<file path="config.mk">
export PLATFORM = sky130hd
export DESIGN_NAME = gpio_debounce
export DESIGN_NICKNAME = d
export VERILOG_FILES = /design/src/rtl/gpio_pkg.sv /design/src/rtl/gpio_debounce_cell.sv /design/src/rtl/gpio_debounce.sv
export SDC_FILE = /design/constraint.sdc
export NUM_CORES = 1
export LEC_CHECK = 0
export BUFFER_PORTS_ARGS = -buffer_cell sky130_fd_sc_hd__buf_2
export CAP_MARGIN = 20
export CORE_MARGIN = 2
export CORE_UTILIZATION = 60
export CTS_CLUSTER_DIAMETER = 150
export DETAILED_ROUTE_END_ITERATION = 7
export PLACE_DENSITY = 0.86
export SYNTH_ARGS = -nofsm -noshare
export SYNTH_HDL_FRONTEND = slang
export SYNTH_HIERARCHICAL = 1
export SYNTH_SLANG_ARGS = --single-unit
</file>
<file path="constraint.sdc">
create_clock -name pclk_i -period 8.63 [get_ports pclk_i]
set_input_delay 0.4315 -clock pclk_i [delete_from_list [all_inputs] [get_ports pclk_i]]
set_output_delay 0.4315 -clock pclk_i [all_outputs]
set_load 0.05 [all_outputs]
</file>
<file path="src/rtl/gpio_pkg.sv">
// Shared definitions for the GPIO block: default widths and the debounce
// cell's per-cycle action encoding.
package gpio_pkg;

    localparam int unsigned GPIO_DEF_NUM      = 32;
    localparam int unsigned GPIO_DB_CNT_WIDTH = 8;
    localparam int unsigned GPIO_DB_DIV_WIDTH = 16;

    typedef logic [31:0] gpio_vec_t;

    typedef enum logic [2:0] {
        ActHold,
        ActClear,
        ActCommit,
        ActCount,
        ActBypass
    } db_act_e;

endpackage

</file>
<file path="src/rtl/gpio_debounce_cell.sv">
// One pin of the debouncer: a stability counter that accepts a new level only
// after it has persisted for thr_i prescaler ticks.
module gpio_debounce_cell
    import gpio_pkg::*;
#(
    parameter int unsigned CNT_WIDTH = GPIO_DB_CNT_WIDTH
) (
    input  logic                 clk_i,
    input  logic                 rst_ni,
    input  logic                 sync1_i,
    input  logic                 tick_i,
    input  logic                 flt_en_i,
    input  logic [CNT_WIDTH-1:0] thr_i,
    output logic                 filt_o,
    output logic                 chg_o
);

    logic                 filt_q, filt_d;
    logic                 chg_q, chg_d;
    logic [CNT_WIDTH-1:0] cnt_q, cnt_d;
    db_act_e              act;

    always_comb begin
        act = ActHold;
        if (!flt_en_i) begin
            act = ActBypass;
        end else if (sync1_i == filt_q) begin
            act = ActClear;
        end else if (cnt_q >= thr_i) begin
            // Compared every cycle, so lowering thr_i commits at once.
            act = ActCommit;
        end else if (tick_i) begin
            act = ActCount;
        end
    end

    always_comb begin
        filt_d = filt_q;
        cnt_d  = cnt_q;
        unique case (act)
            ActBypass: begin
                filt_d = sync1_i;
                cnt_d  = '0;
            end
            ActClear: begin
                cnt_d = '0;
            end
            ActCommit: begin
                filt_d = sync1_i;
                cnt_d  = '0;
            end
            ActCount: begin
                cnt_d = (cnt_q == '1) ? cnt_q : cnt_q + 1'b1;
            end
            default: begin
                filt_d = filt_q;
                cnt_d  = cnt_q;
            end
        endcase
        chg_d = filt_d ^ filt_q;
    end

    always_ff @(posedge clk_i or negedge rst_ni) begin
        if (!rst_ni) begin
            filt_q <= 1'b0;
            chg_q  <= 1'b0;
            cnt_q  <= '0;
        end else begin
            filt_q <= filt_d;
            chg_q  <= chg_d;
            cnt_q  <= cnt_d;
        end
    end

    assign filt_o = filt_q;
    assign chg_o  = chg_q;

endmodule

</file>
<file path="src/rtl/gpio_debounce.sv">
// Pad input conditioning ahead of the GPIO controller: two-flop synchroniser,
// shared free-running prescaler and one debounce cell per pin.
module gpio_debounce
    import gpio_pkg::*;
#(
    parameter int unsigned GPIO_NUM  = GPIO_DEF_NUM,
    parameter int unsigned CNT_WIDTH = GPIO_DB_CNT_WIDTH,
    parameter int unsigned DIV_WIDTH = GPIO_DB_DIV_WIDTH
) (
    input  logic                 pclk_i,
    input  logic                 presetn_i,
    input  logic [GPIO_NUM-1:0]  pad_in_i,
    input  logic [GPIO_NUM-1:0]  flt_en_i,
    input  logic [DIV_WIDTH-1:0] div_i,
    input  logic [CNT_WIDTH-1:0] thr_i,
    output logic [GPIO_NUM-1:0]  gpio_in_o,
    output logic [GPIO_NUM-1:0]  chg_o
);

    if (GPIO_NUM < 1 || GPIO_NUM > 32) begin : g_bad_num
        $error("gpio_debounce: GPIO_NUM must be in 1..32");
    end

    logic [GPIO_NUM-1:0]  sync0_q, sync0_d;
    logic [GPIO_NUM-1:0]  sync1_q, sync1_d;
    logic [DIV_WIDTH-1:0] div_cnt_q, div_cnt_d;
    logic                 tick;

    // Using >= rather than == gives an immediate tick when div_i is lowered
    // below the running count, so the prescaler never has to wrap first.
    always_comb begin
        sync0_d   = pad_in_i;
        sync1_d   = sync0_q;
        tick      = (div_cnt_q >= div_i);
        div_cnt_d = tick ? '0 : div_cnt_q + 1'b1;
    end

    always_ff @(posedge pclk_i or negedge presetn_i) begin
        if (!presetn_i) begin
            sync0_q   <= '0;
            sync1_q   <= '0;
            div_cnt_q <= '0;
        end else begin
            sync0_q   <= sync0_d;
            sync1_q   <= sync1_d;
            div_cnt_q <= div_cnt_d;
        end
    end

    for (genvar i = 0; i < int'(GPIO_NUM); i++) begin : g_pin
        gpio_debounce_cell #(
            .CNT_WIDTH(CNT_WIDTH)
        ) u_cell (
            .clk_i    (pclk_i),
            .rst_ni   (presetn_i),
            .sync1_i  (sync1_q[i]),
            .tick_i   (tick),
            .flt_en_i (flt_en_i[i]),
            .thr_i    (thr_i),
            .filt_o   (gpio_in_o[i]),
            .chg_o    (chg_o[i])
        );
    end

    chg_matches_edge : assert property (@(posedge pclk_i) disable iff (!presetn_i)
        chg_o == (gpio_in_o ^ $past(gpio_in_o)));

endmodule

</file>
Word level (Yosys, flattened, before mapping)

Cells that the tools add are included.

Register bits after elaboration: 400
Output and inout port bits: 64
Word-level logic and storage cells: 743

Add/subtract/negate cells: 33
$lt $le $gt $ge: 33
Equality and inequality tests: 224
Muxes and demuxes: 194
Bitwise operators: 32
Reduce and logical (&&, ||, !) cells: 128

Operator list:

| kind                                                 | count |
|---|---|
| case mux 8 bit (2 select lines)                      | 32 |
| two-way mux 3 bit                                    | 86 |
| adder 8 x 1 -> 8 bit (second input constant)         | 32 |
| equality test 8 bit (second input constant)          | 32 |
| >= comparator 8 bit                                  | 32 |
| two-way mux 8 bit                                    | 32 |
| equality test 3 x 2 -> 1 bit (second input constant) | 64 |
| equality test 3 x 1 -> 1 bit (second input constant) | 32 |
| equality test 3 bit (second input constant)          | 32 |
| OR reduction 3 bit                                   | 32 |
| inequality test 2 bit (second input constant)        | 32 |
| AND reduction 2 bit                                  | 32 |
| nonzero test 2 bit                                   | 32 |
| OR reduction 2 bit                                   | 32 |
| equality test 1 bit                                  | 32 |
| two-way mux 1 bit                                    | 32 |
| bitwise XOR 1 bit                                    | 32 |
| two-way mux 2 bit                                    | 11 |
| adder 16 x 1 -> 16 bit (second input constant)       | 1 |
| >= comparator 16 bit                                 | 1 |
| two-way mux 16 bit                                   | 1 |

Longest topological paths before layout

Depth in word-level cells: 9
Mapped depth: 10
Gate-level depth less buffers: 10

Modules after synthesis

Netlist, hierarchy kept.

Modules (own cells, without submodules):

| module             | instances | cells an instance | area each (µm²) | sequential area each (µm²) |
|---|---|---|---|---|
| gpio_debounce_cell | 32        | 71                | 752.0           | 250.2 |
| gpio_debounce      | 1         | 194               | 2861.5          | 2001.9 |

Worst setup path after synthesis

Ideal clock, no wire load.

Kind: input to register
Start point: input div_i[15]
End point: register g_pin[0].u_cell.cnt_q[5]
Library setup time: 0.135 ns
Arrival time: 4.658 ns
Required time: 8.495 ns
Path slack: 3.837 ns
Stages on the path: 10
Cell sequence: inv_1 -> ha_1 -> nand4_1 -> or3_4 -> o31ai_4 -> or3_1 -> and4_2 -> o211ai_1 -> xor2_1 -> nor2_1

Longest elaborated chain between the ends: 9
Elaborated cells between the ends (all ways): 14
Those cells by class: order compare: 1; eq/ne: 5; mux: 5; reduce/logical: 3

RTL lines:

| item                                        | RTL line                 | text |
|---|---|---|
| start: declaration                          | gpio_debounce.sv:14      | `input logic [DIV_WIDTH-1:0] div_i,` |
| >= comparator 16 bit (*)                    | gpio_debounce.sv:34      | `tick = (div_cnt_q >= div_i);` |
| net tick                                    | gpio_debounce.sv:27      | `logic tick;` |
| two-way mux 2 bit (*)                       | gpio_debounce_cell.sv:32 | `end else if (tick_i) begin` |
| two-way mux 3 bit (*)                       | gpio_debounce_cell.sv:29 | `end else if (cnt_q >= thr_i) begin` |
| two-way mux 3 bit (*)                       | gpio_debounce_cell.sv:27 | `end else if (sync1_i == filt_q) begin` |
| two-way mux 3 bit (*)                       | gpio_debounce_cell.sv:25 | `if (!flt_en_i) begin` |
| equality test 3 bit (tied with other cells) | gpio_debounce_cell.sv:40 | `unique case (act)` |
| OR reduction 3 bit (no source line)         | -                        |  |
| nonzero test 2 bit (no source line)         | -                        |  |
| AND reduction 2 bit (no source line)        | -                        |  |
| end signal: assignment                      | gpio_debounce_cell.sv:71 | `cnt_q <= cnt_d;` |
| end: declaration                            | gpio_debounce_cell.sv:20 | `logic [CNT_WIDTH-1:0] cnt_q, cnt_d;` |

The timed path passes the listed nets; every way through them passes the cells marked *.
A chain may end at the register's enable or synchronous reset.

Final worst setup path

Start point: register div_cnt_q[11]
End point: register g_pin[22].u_cell.cnt_q[5]

Longest elaborated chain between the ends: 9
Elaborated cells between the ends (all ways): 14
Those cells by class: order compare: 1; eq/ne: 5; mux: 5; reduce/logical: 3

RTL lines:

| item                                        | RTL line                 | text |
|---|---|---|
| start: declaration                          | gpio_debounce.sv:26      | `logic [DIV_WIDTH-1:0] div_cnt_q, div_cnt_d;` |
| start signal: assignment                    | gpio_debounce.sv:46      | `div_cnt_q <= div_cnt_d;` |
| >= comparator 16 bit (*)                    | gpio_debounce.sv:34      |  |
| net tick                                    | gpio_debounce.sv:27      |  |
| two-way mux 2 bit (*)                       | gpio_debounce_cell.sv:32 |  |
| two-way mux 2 bit (*)                       | gpio_debounce_cell.sv:29 |  |
| two-way mux 3 bit (*)                       | gpio_debounce_cell.sv:27 |  |
| two-way mux 3 bit (*)                       | gpio_debounce_cell.sv:25 |  |
| equality test 3 bit (tied with other cells) | gpio_debounce_cell.sv:40 |  |
| OR reduction 3 bit (no source line)         | -                        |  |
| nonzero test 2 bit (no source line)         | -                        |  |
| AND reduction 2 bit (no source line)        | -                        |  |
| end signal: assignment                      | gpio_debounce_cell.sv:71 |  |
| end: declaration                            | gpio_debounce_cell.sv:20 |  |

Marks and branches as above.

==> impl_results.md <==
* Post-DP HPWL at 40,900 microns
* Compound-Gate Fraction of Synth Area at 20.0%
* Max stage delay on crit path at 810 ps
* Critical Path Start Type: flip-flop
* Synth Area in Adders at 14.2%
* Netlist cell types at 45
* CP top delay family: simple AND/OR/NAND/NOR gates
* Via count at 20,083
* Vias/cell at 6.02
* Layout area overhead at 13.1%
* Post-CTS Hold Buffers at 33
* Global-route wire length before repair at 102,000 microns
* Crit path launch: div_cnt_q[11]
* Critical path capture point: g_pin[22].u_cell/cnt_q[5]
* Clk pin slew, worst setup/hold paths at 60 ps
* Commonest non-fill, non-tap cell in the layout: dfrtp_1
* Overall routing resource usage at 26.4%
* Placeable Area at 44,200 sq um
* WHS at 343 ps
* Root Buffer: clkbuf_16
* Post-route cell area at 30,500 sq um
* Synth Area in XOR/XNOR at 5.66%
* 1st-pass router iterations at 5
* Setup bufs post-CTS at 0
* Hold Path Depth at 0
* Clock Skews at 16.8 ps
* Largest net degree at the start of global routing at 120
* Number of synthesized register bits at 400
* Pwr per Cell Area at 163 nW/um^2
* Crit. path cell count at 10
* Main combinational cell family by area after synthesis: compound AO/OA/AOI/OAI gates
* Wire per inst at 18.2 microns
* # setup viols final at 0
* M1 GR Usage at 33.0%
* Worst-skew pair later-pin latency at 580 ps
* CP Data Required Time at 9060 ps
* TritonCTS clock tree: done
* Reg2reg path depth at 10
* Final slew viol count at 0
* Starting density of the core at 60.9%
* Worst slew margin at 18.6%
* Outcome: finished clean
* CTS Buf Count at 46
* Final hold violation count at 0
* Final Routed Wirelength at 60,800 microns
* Ys flop type: dfrtp_1
* Critical path class: flip-flop to flip-flop
* Arr. time, crit path at 5100 ps
* Post-route antenna net violation count at 0
* Hold WC Path Type: flip-flop to flip-flop
* Post-layout nets at 3,101
* GR met2 Demand/Resource at 46.2%
* Remaining global-route overflow at 0
* Pwr Total at 4.95 mW
* Leakage at 14.7 nW
* Post-Route Utilization at 68.9%
* Cell count after placement at 3,216
* EDFF count, synth at 0
* Max Freq at 0.214 GHz
* Num ports at 154
* Layout cells sized above 1 at 24.3%
* Post-placement setup slack at 3980 ps
* Setup TNS at 0 ps
* Chip Width at 216 microns
* FF-to-FF setup slack at 3960 ps
* Max-cap violations at 0
* Antenna violations before repair at 2
* Non-filler cells, final at 3,337
* Initial DRC count at 1,421
* Fin crit share at 54.1%
* Crit path max fanout at 92
* Row cnt at 77
* FF-to-FF End: g_pin[22].u_cell/cnt_q[5]
* Register area at 10,000 sq um
* Most used routing layer: met2
* Most common cell on crit path: or3_4
* Fin crit period at 4670 ps
* Avg Cell Area, Syn at 10.9 sq um
* Synthesized area at 26,900 sq um
* DIE HEIGHT at 216 microns
* Clock sink total at 400
* Residual DRC count at 0
* Placed inst area at 28,500 sq um
* RSZ-0062 raised after global routing: no
* Worst-Margin Slew at 1220 ps
* CTS H-tree depth at 2
* Critical Path End Type: flip-flop
* Multiplexer share of the synthesized area at 2.97%
* Fin worst setup slack at 3960 ps
* Fillers at 3,111
* # port buffers at 153
* Synth Area in Simple Gates at 15.7%
* Vias in the first global route at 20,906
* Met3 usage at 3.66%
* CP max-delay cell: buf_4
* Worst vdd ir at 0.120 mV
* FF-to-FF Start: div_cnt_q[11]
* Syn Nets at 2,861
* Critical-path cell list: ha_1 > nand4_1 > or3_4 > o31ai_4 > or3_4 > buf_4 > and4_2 > o211ai_1 > xor2_1 > nor2_1
* Mapped Cells at 2,466
* Cts repair resizes at 0
* Multi-input gate area in the final layout at 15,700 sq um
* Die area at 46,600 sq um
* Worst path bufs/invs at 1
* Warnings, synthesis at 6
* Routability Congestion at 0.856
* Clk buf depth at 3
* Most frequent cells in the layout: 400 x dfrtp_1, 307 x inv_1, 305 x ha_1
* Async SR Flop Fraction at 100%
* Post-synthesis sequential area ratio at 37.2%
how the worst min path moves through the flow:
| stage | from | end | slack, ps |
|---|---|---|---|
| 2_1_floorplan | presetn_i | div_cnt_q[0] | 140 |
| 3_3_place_gp | sync0_q[3] | sync1_q[3] | 330 |
| 3_5_place_dp | sync0_q[17] | sync1_q[17] | 330 |
| 4_1_cts | sync0_q[17] | sync1_q[17] | 340 |
| 5_1_grt | sync0_q[24] | sync1_q[24] | 360 |
| 6_report | sync0_q[17] | sync1_q[17] | 340 |
sequential cells by signal, summed over array words and instances (netlist names):
name                 cells
g_pin.u_cell/filt_o     32
g_pin.u_cell/cnt_q     256
div_cnt_q               16
g_pin.u_cell/chg_o      32
sync0_q                 32
sync1_q                 32
power breakdown:
| part | switching, mW | total [mW] | internal (mW) |
|---|---|---|---|
| clock | 0.795 | 2.08 | 1.28 |
| sequential | 0.0662 | 2.02 | 1.95 |
| combinational | 0.531 | 0.856 | 0.325 |
routing by layer:
metal | vias up | part of all wire (%) | routed length [microns]
met5 | - | 0.012 | 7
met4 | 2 | 3.4 | 2070
met3 | 151 | 4.6 | 2780
met2 | 504 | 50 | 30300
li1 | 9494 | - | -
met1 | 9932 | 42 | 25600
Yosys cell counts (36+ instances only):
library cell | n | area (sq um)
ha_1 | 305 | 3820
a211oi_2 | 64 | 801
dfrtp_1 | 400 | 10000
nand2_1 | 37 | 139
xor2_1 | 97 | 850
o211ai_1 | 64 | 480
nor2_1 | 164 | 616
a21oi_1 | 101 | 505
nor3_1 | 36 | 180
o21ai_1 | 64 | 320
and2_1 | 64 | 400
nand3_1 | 70 | 350
xnor2_1 | 77 | 674
and4_2 | 64 | 641
inv_1 | 307 | 1150
nand4_1 | 71 | 444
cell type report:
cell class / instances / area share [%]
tap: 592 / 2.43
clock inverter: 13 / 0.633
antenna: 1 / 0.00821
clock buffer: 73 / 4.68
multi-input combinational: 1755 / 51.7
inverter: 307 / 3.78
timing repair buffer: 196 / 3.92
sequential: 400 / 32.9
cell families after synthesis:
family | Yosys count
simple gates | 657
compound gates | 555
flops | 400
buf+inv | 311
fa+ha+maj | 305
xor+xnor | 174
mux | 64
Note: power is estimated with default switching activity, not from simulation.
